--- src/rtl/vga_timing_pkg.sv ---
// Shared definitions for the VGA timing sequencer: reset mode, per-axis
// region encoding and the mode legality check.
package vga_timing_pkg;

  localparam int unsigned DEF_H_WIDTH  = 640;
  localparam int unsigned DEF_H_PORCH  = 656;
  localparam int unsigned DEF_H_SYNCH  = 752;
  localparam int unsigned DEF_H_RAW    = 800;
  localparam int unsigned DEF_V_HEIGHT = 480;
  localparam int unsigned DEF_V_PORCH  = 490;
  localparam int unsigned DEF_V_SYNCH  = 492;
  localparam int unsigned DEF_V_RAW    = 525;

  typedef enum logic [1:0] {
    AX_ACTIVE = 2'd0,
    AX_FRONT  = 2'd1,
    AX_SYNC   = 2'd2,
    AX_BACK   = 2'd3
  } axis_state_e;

  // Region boundaries must be strictly increasing and the active span non-empty.
  function automatic logic mode_valid(input int unsigned act, input int unsigned porch,
                                      input int unsigned synch, input int unsigned raw);
    return (act != 0) && (act < porch) && (porch < synch) && (synch < raw);
  endfunction

endpackage

--- src/rtl/vga_axis_counter.sv ---
// One timing axis: shadow mode registers, position counter with wrap and
// park, and region decode of the current position.
module vga_axis_counter
  import vga_timing_pkg::*;
#(
  parameter int unsigned W         = 12,
  parameter int unsigned DEF_ACT   = 640,
  parameter int unsigned DEF_PORCH = 656,
  parameter int unsigned DEF_SYNCH = 752,
  parameter int unsigned DEF_RAW   = 800
) (
  input  logic         clk_i,
  input  logic         rst_n_i,
  input  logic         advance_i,
  input  logic         park_i,
  input  logic         load_i,
  input  logic [W-1:0] req_act_i,
  input  logic [W-1:0] req_porch_i,
  input  logic [W-1:0] req_synch_i,
  input  logic [W-1:0] req_raw_i,
  output logic [W-1:0] act_o,
  output axis_state_e  state_o,
  output logic         wrap_o
);

  logic [W-1:0] act_q, act_d;
  logic [W-1:0] porch_q, porch_d;
  logic [W-1:0] synch_q, synch_d;
  logic [W-1:0] raw_q, raw_d;
  logic [W-1:0] pos_q, pos_d;

  always_ff @(posedge clk_i or negedge rst_n_i) begin
    if (!rst_n_i) begin
      act_q   <= W'(DEF_ACT);
      porch_q <= W'(DEF_PORCH);
      synch_q <= W'(DEF_SYNCH);
      raw_q   <= W'(DEF_RAW);
      pos_q   <= W'(DEF_RAW - 1);
    end else begin
      act_q   <= act_d;
      porch_q <= porch_d;
      synch_q <= synch_d;
      raw_q   <= raw_d;
      pos_q   <= pos_d;
    end
  end

  always_comb begin
    act_d   = act_q;
    porch_d = porch_q;
    synch_d = synch_q;
    raw_d   = raw_q;
    if (load_i) begin
      act_d   = req_act_i;
      porch_d = req_porch_i;
      synch_d = req_synch_i;
      raw_d   = req_raw_i;
    end
  end

  assign wrap_o = (pos_q == raw_q - W'(1));

  // Park against the mode being latched this cycle so the first enabled
  // cycle sees a wrap consistent with the shadow it runs under.
  always_comb begin
    pos_d = pos_q;
    if (park_i) begin
      pos_d = raw_d - W'(1);
    end else if (advance_i) begin
      pos_d = wrap_o ? '0 : pos_q + W'(1);
    end
  end

  always_comb begin
    if (pos_q < act_q) begin
      state_o = AX_ACTIVE;
    end else if (pos_q < porch_q) begin
      state_o = AX_FRONT;
    end else if (pos_q < synch_q) begin
      state_o = AX_SYNC;
    end else begin
      state_o = AX_BACK;
    end
  end

  assign act_o = act_q;

endmodule

--- src/rtl/vga_timing_ctrl.sv ---
// VGA pixel-timing sequencer: source handshake strobes and sync outputs.
// Optional VGA_TIMING_SYNC_POL_EN adds programmable sync polarity inputs.
module vga_timing_ctrl
  import vga_timing_pkg::*;
#(
  parameter int unsigned HW       = 12,
  parameter int unsigned VW       = 12,
  parameter int unsigned H_WIDTH  = DEF_H_WIDTH,
  parameter int unsigned H_PORCH  = DEF_H_PORCH,
  parameter int unsigned H_SYNCH  = DEF_H_SYNCH,
  parameter int unsigned H_RAW    = DEF_H_RAW,
  parameter int unsigned V_HEIGHT = DEF_V_HEIGHT,
  parameter int unsigned V_PORCH  = DEF_V_PORCH,
  parameter int unsigned V_SYNCH  = DEF_V_SYNCH,
  parameter int unsigned V_RAW    = DEF_V_RAW
) (
  input  logic          i_pixclk,
  input  logic          i_reset_n,
  input  logic          i_en,
  input  logic [HW-1:0] i_hm_width,
  input  logic [HW-1:0] i_hm_porch,
  input  logic [HW-1:0] i_hm_synch,
  input  logic [HW-1:0] i_hm_raw,
  input  logic [VW-1:0] i_vm_height,
  input  logic [VW-1:0] i_vm_porch,
  input  logic [VW-1:0] i_vm_synch,
  input  logic [VW-1:0] i_vm_raw,
`ifdef VGA_TIMING_SYNC_POL_EN
  input  logic          i_hsync_pol,
  input  logic          i_vsync_pol,
`endif
  output logic          o_rd,
  output logic          o_newline,
  output logic          o_newframe,
  output logic          o_hsync,
  output logic          o_vsync,
  output logic [HW-1:0] o_width,
  output logic [VW-1:0] o_height,
  output logic          o_cfg_err
);

  logic        h_wrap, v_wrap;
  axis_state_e h_state, v_state;
  logic        req_valid, latch, load;
  logic        hpol, vpol;

  logic rd_q, rd_d, nl_q, nl_d, nf_q, nf_d;
  logic hs_q, hs_d, vs_q, vs_d, err_q, err_d;

  assign req_valid = mode_valid(32'(i_hm_width), 32'(i_hm_porch), 32'(i_hm_synch), 32'(i_hm_raw))
                  && mode_valid(32'(i_vm_height), 32'(i_vm_porch), 32'(i_vm_synch), 32'(i_vm_raw));

  // Requests are sampled at the newframe boundary, or continuously while stopped.
  assign latch = !i_en || (h_wrap && v_wrap);
  assign load  = latch && req_valid;

  vga_axis_counter #(
    .W(HW), .DEF_ACT(H_WIDTH), .DEF_PORCH(H_PORCH), .DEF_SYNCH(H_SYNCH), .DEF_RAW(H_RAW)
  ) u_h_axis (
    .clk_i       (i_pixclk),
    .rst_n_i     (i_reset_n),
    .advance_i   (i_en),
    .park_i      (!i_en),
    .load_i      (load),
    .req_act_i   (i_hm_width),
    .req_porch_i (i_hm_porch),
    .req_synch_i (i_hm_synch),
    .req_raw_i   (i_hm_raw),
    .act_o       (o_width),
    .state_o     (h_state),
    .wrap_o      (h_wrap)
  );

  vga_axis_counter #(
    .W(VW), .DEF_ACT(V_HEIGHT), .DEF_PORCH(V_PORCH), .DEF_SYNCH(V_SYNCH), .DEF_RAW(V_RAW)
  ) u_v_axis (
    .clk_i       (i_pixclk),
    .rst_n_i     (i_reset_n),
    .advance_i   (i_en && h_wrap),
    .park_i      (!i_en),
    .load_i      (load),
    .req_act_i   (i_vm_height),
    .req_porch_i (i_vm_porch),
    .req_synch_i (i_vm_synch),
    .req_raw_i   (i_vm_raw),
    .act_o       (o_height),
    .state_o     (v_state),
    .wrap_o      (v_wrap)
  );

`ifdef VGA_TIMING_SYNC_POL_EN
  logic hpol_q, vpol_q;

  always_ff @(posedge i_pixclk or negedge i_reset_n) begin
    if (!i_reset_n) begin
      hpol_q <= 1'b0;
      vpol_q <= 1'b0;
    end else if (load) begin
      hpol_q <= i_hsync_pol;
      vpol_q <= i_vsync_pol;
    end
  end

  assign hpol = hpol_q;
  assign vpol = vpol_q;
`else
  assign hpol = 1'b0;
  assign vpol = 1'b0;
`endif

  always_comb begin
    rd_d  = 1'b0;
    nl_d  = 1'b0;
    nf_d  = 1'b0;
    hs_d  = !hpol;
    vs_d  = !vpol;
    err_d = err_q;
    if (i_en) begin
      rd_d = (h_state == AX_ACTIVE) && (v_state == AX_ACTIVE);
      nl_d = h_wrap;
      nf_d = h_wrap && v_wrap;
      if (h_state == AX_SYNC) hs_d = hpol;
      if (v_state == AX_SYNC) vs_d = vpol;
    end
    if (latch) err_d = !req_valid;
  end

  always_ff @(posedge i_pixclk or negedge i_reset_n) begin
    if (!i_reset_n) begin
      rd_q  <= 1'b0;
      nl_q  <= 1'b0;
      nf_q  <= 1'b0;
      hs_q  <= 1'b1;
      vs_q  <= 1'b1;
      err_q <= 1'b0;
    end else begin
      rd_q  <= rd_d;
      nl_q  <= nl_d;
      nf_q  <= nf_d;
      hs_q  <= hs_d;
      vs_q  <= vs_d;
      err_q <= err_d;
    end
  end

  assign o_rd       = rd_q;
  assign o_newline  = nl_q;
  assign o_newframe = nf_q;
  assign o_hsync    = hs_q;
  assign o_vsync    = vs_q;
  assign o_cfg_err  = err_q;

endmodule

--- config.mk ---
export PLATFORM = sky130hd
export DESIGN_NAME = vga_timing_ctrl
export DESIGN_NICKNAME = d
export VERILOG_FILES = /design/src/rtl/vga_timing_pkg.sv /design/src/rtl/vga_axis_counter.sv /design/src/rtl/vga_timing_ctrl.sv
export SDC_FILE = /design/constraint.sdc
export NUM_CORES = 1
export LEC_CHECK = 0
export ABC_CLOCK_PERIOD_IN_PS = 5500
export CAP_MARGIN = 20
export CORE_AREA = 4 4 120 208
export CTS_BUF_LIST = sky130_fd_sc_hd__clkbuf_8
export DETAILED_ROUTE_END_ITERATION = 8
export DIE_AREA = 0 0 124 212
export PLACE_DENSITY = 0.66
export SYNTH_ARGS = -nofsm -noshare
export SYNTH_HDL_FRONTEND = slang
export SYNTH_SLANG_ARGS = --single-unit
--- constraint.sdc ---
create_clock -name i_pixclk -period 5.5 [get_ports i_pixclk]
set_clock_uncertainty 0.05 [all_clocks]
set_input_delay 0.55 -clock i_pixclk [delete_from_list [all_inputs] [get_ports i_pixclk]]
set_output_delay 0.55 -clock i_pixclk [all_outputs]
set_load 0.02 [all_outputs]
==> flow_summary_export.csv <==
group,metric,value,unit
grt,grt_overflow,0,
sta,hold_violations,0,
grt,antenna_found_initial,1,
critical_path,required,5.80,ns
layout,fin_nets,1589,
synth,netlist-cell-type-count,69,
sta,fin_crit,4.61,ns
floorplan,io_pins,129,
placement,dpl_cell_area,11800,um^2
grt,grt_max_degree,56,
clock_tree,htree_levels,4,
critical_path,path_class,"reg -> reg",
synth,synth_enable_flop_cells,0,
power,internal-power,3470,uW
clock_tree,cts.clk_slew.worst_paths,0.08,ns
clock_tree,clock_path_buffers,2,
sta,finalSetupTns,0,ns
grt,grt_pass1_wl,50.3,mm
clock_tree,cts-buffers-inserted,17,
layout,n_fill_cell,2209,
synth,synth_mux_area_share,0.912,%
drt,routed-via-count,9378,
synth,synth_top_flop_cell,"dfrtp_1",
synth,mappedNetlistNets,1477,
grt,track_usage,25.2,%
drt,wl_per_cell,19.3,um
synth,synth_largest_area_cell,"dfrtp_1",
synth,synth_top_family_by_area,"simple AND/OR/NAND/NOR gates",
layout,area_delta_synth_final,19.0,%
clock_tree,cts_tree,"built",
floorplan,die-area,26300,um^2
synth,ys_ff_latch,126,
placement,gp_congestion,0.950,
critical_path,critPathMaxFanout,6,
synth,synth_area_leaders,"dfrtp_1, ha_1, dfstp_2",
worst_hold_path,hp-class,"in -> async",
clock_tree,clk_latency,0.48,ns
synth,synth-xor-area-share,5.83,%
floorplan,fp.dieW,124,um
clock_tree,cts_resized,0,
drt,dr.first_iter.drc_count,561,
drt,drc,0,
clock_tree,cts_sinks,126,
synth,synthSimpleGateAreaFrac,19.7,%
flow_run,maxCapViolCount,0,
synth,synth-compound-area-share,17.4,%
sta,worst_pin_slew,0.763,ns
power,peakVddDrop,0.250,mV
power,p_switching,2690,uW
power,comb_power_share,51.4,%
critical_path,end_kind,"flop",
synth,yosys.area.top_type_share,19.7,%
sta,setup_viol,0,
synth,yosysWarnings,0,
floorplan,core_area,23200,um^2
layout,drive_above_1_share,8.50,%
power,clock_power_share,14.6,%
drt,drt-pass1-iter-count,5,
sta,max_clock_freq,217,MHz
critical_path,cp-start-kind,"flop",
sta,grt_setup_unrepaired,"false",
drt,wl,32.2,mm
sta,period_share,83.9,%
synth,synth_area,10300,um^2
layout,final_cell_area,12200,um^2
synth,yosys-top-cells-count,"nand2_1, inv_1, ha_1, o21ai_1, dfrtp_1",
synth,ys_seq_area_share,31.2,%
floorplan,fp-row-count,74,
status,status,"complete, no violations",
synth,yosysMostFrequentCell,"nand2_1",
clock_tree,clock-root-buffer,"clkbuf_8",
placement,io_buffer_count,128,
drt,ant_nets,0,
power,leakage,0.00566,uW
power,p_seq_share,34.0,%
placement,dp_hpwl,25.6,mm
synth,avgSynthCellArea,8.30,um^2
sta,drv_slew,0,
drt,vias_per_cell,5.62,
power,power_density,503,nW/um^2
power,p_sw_share,43.7,%
synth,synth-adder-area-share,16.8,%
synth,async_flop_share,100,%
clock_tree,hold_buffers,0,
floorplan,start_util,44.3,%
grt,grt_pass1_vias,9538,
floorplan,die_y,212,um
critical_path,cp_data_arrival_time,4.91,ns
sta,slew_headroom,48.8,%
synth,syn_inst,1240,
clock_tree,postCtsSetupRepairBufs,0,
[path summary, 6_finish.rpt]
check,startpoint,to,slack [ns],cells past startpoint
min in group i_pixclk,u_h_axis.porch_q[4]$_DFFE_PN1N_,u_h_axis.porch_q[4]$_DFFE_PN1N_,0.41,2
worst min register to register,u_h_axis.porch_q[4]$_DFFE_PN1N_,u_h_axis.porch_q[4]$_DFFE_PN1N_,0.41,2
worst min-delay path,i_reset_n,u_h_axis.act_o[3]$_DFFE_PN0N_,0.09,1
max in group asynchronous,i_reset_n,o_vsync$_DFF_PN1_,4.24,2
worst max register to register,u_v_axis.raw_q[0]$_DFF_PN1_,u_h_axis.pos_q[10]$_DFF_PN0_,0.89,17
worst max-delay path,u_v_axis.raw_q[0]$_DFF_PN1_,u_h_axis.pos_q[10]$_DFF_PN0_,0.89,17
[cell usage in the layout, fill, tap and decap left out, types with 10 or more instances in the layout]
master             n
dfrtp_1           81
buf_4             19
nor4_1            21
clkbuf_8          18
nand3_1           32
dfstp_2           45
ha_1             138
and3_1            15
a21oi_1           44
nand2_1          155
o22ai_1           12
xnor2_1           44
a21o_1            30
nand2b_1          15
xor2_1            22
inv_1            147
o21ai_1           93
nand4_1           22
nor2_1            57
nor3_1            24
clkdlybuf4s50_1  127
o21a_1            11
o21ai_0           45
a22oi_1           10
[per-stage QoR]
stage               worst slack (ns)  util, %  std cells  power [uW]  hold slack [ns]
floorplan                       1.51        -       1240        4170            0.204
global placement               0.681     50.9       1637        5180            0.400
detailed placement             0.606     50.9       1637        5260            0.405
CTS                            0.921     52.7       1669        6180           0.0997
global route                   0.588     52.7       1669        6700            0.126
finish                         0.885     52.7       1670        6160           0.0875
[kinds of logic (layout without fill, tap and decap cells)]
group | count (synthesis) | count (layout)
multiplexers | 9 | 9
other | 0 | 1
adder cells (fa/ha/maj) | 138 | 138
AND/OR/NAND/NOR | 402 | 402
buffers and inverters | 201 | 326
XOR/XNOR | 67 | 67
AO/OA/AOI/OAI | 297 | 297
flip-flops | 126 | 126
[sequential cells by signal (all words and copies together), names as in the netlist, 12 cells and up]
| signal | count |
|---|---|
| u_h_axis.act_o | 12 |
| u_v_axis.raw_q | 12 |
| u_v_axis.act_o | 12 |
| u_h_axis.porch_q | 12 |
| u_h_axis.raw_q | 12 |
| u_h_axis.pos_q | 12 |
| u_h_axis.synch_q | 12 |
| u_v_axis.pos_q | 12 |
| u_v_axis.synch_q | 12 |
| u_v_axis.porch_q | 12 |
[final cells by class]
type / instances / area [um^2] / area share (%)
Antenna cell: 1 / 2.50 / 0.0204
Clock buffer: 18 / 248 / 2.02
Clock inverter: 14 / 175 / 1.43
Inverter: 148 / 556 / 4.54
Multi-Input combinational cell: 913 / 6260 / 51.1
Sequential cell: 126 / 3210 / 26.2
Tap cell: 304 / 380 / 3.11
Timing Repair Buffer: 146 / 1410 / 11.5
[per-layer routing]
| metal | global-route usage, % | routed length (um) |
|---|---|---|
| met3 | 4.29 | 1580 |
| met5 | 0 | 0 |
| met1 | 27.5 | 12000 |
| met4 | 13.7 | 1890 |
| met2 | 45.4 | 16700 |
[worst max-delay path: stages (launching register included)]
cell	delay [ns]
dfstp_2	0.63
inv_1	0.07
ha_1	0.25
o311a_1	0.39
or4b_1	0.58
nor3_4	0.37
a31o_1	0.39
buf_4	0.21
and2_2	0.18
o21ai_2	0.07
inv_1	0.08
ha_1	0.34
nand3_1	0.19
nor4_1	0.28
xnor2_1	0.16
nand3_1	0.10
o21ai_1	0.08
o21ai_1	0.07
[power groups by stage]
stage	clock network (uW)	logic, uW	registers (uW)
2_1_floorplan	0	2290	1880
3_3_place_gp	0	3090	2090
3_5_place_dp	0	3150	2110
4_1_cts	915	3180	2090
5_1_grt	956	3590	2150
6_report	901	3170	2090
No activity file was read; power rests on OpenSTA's default activity.
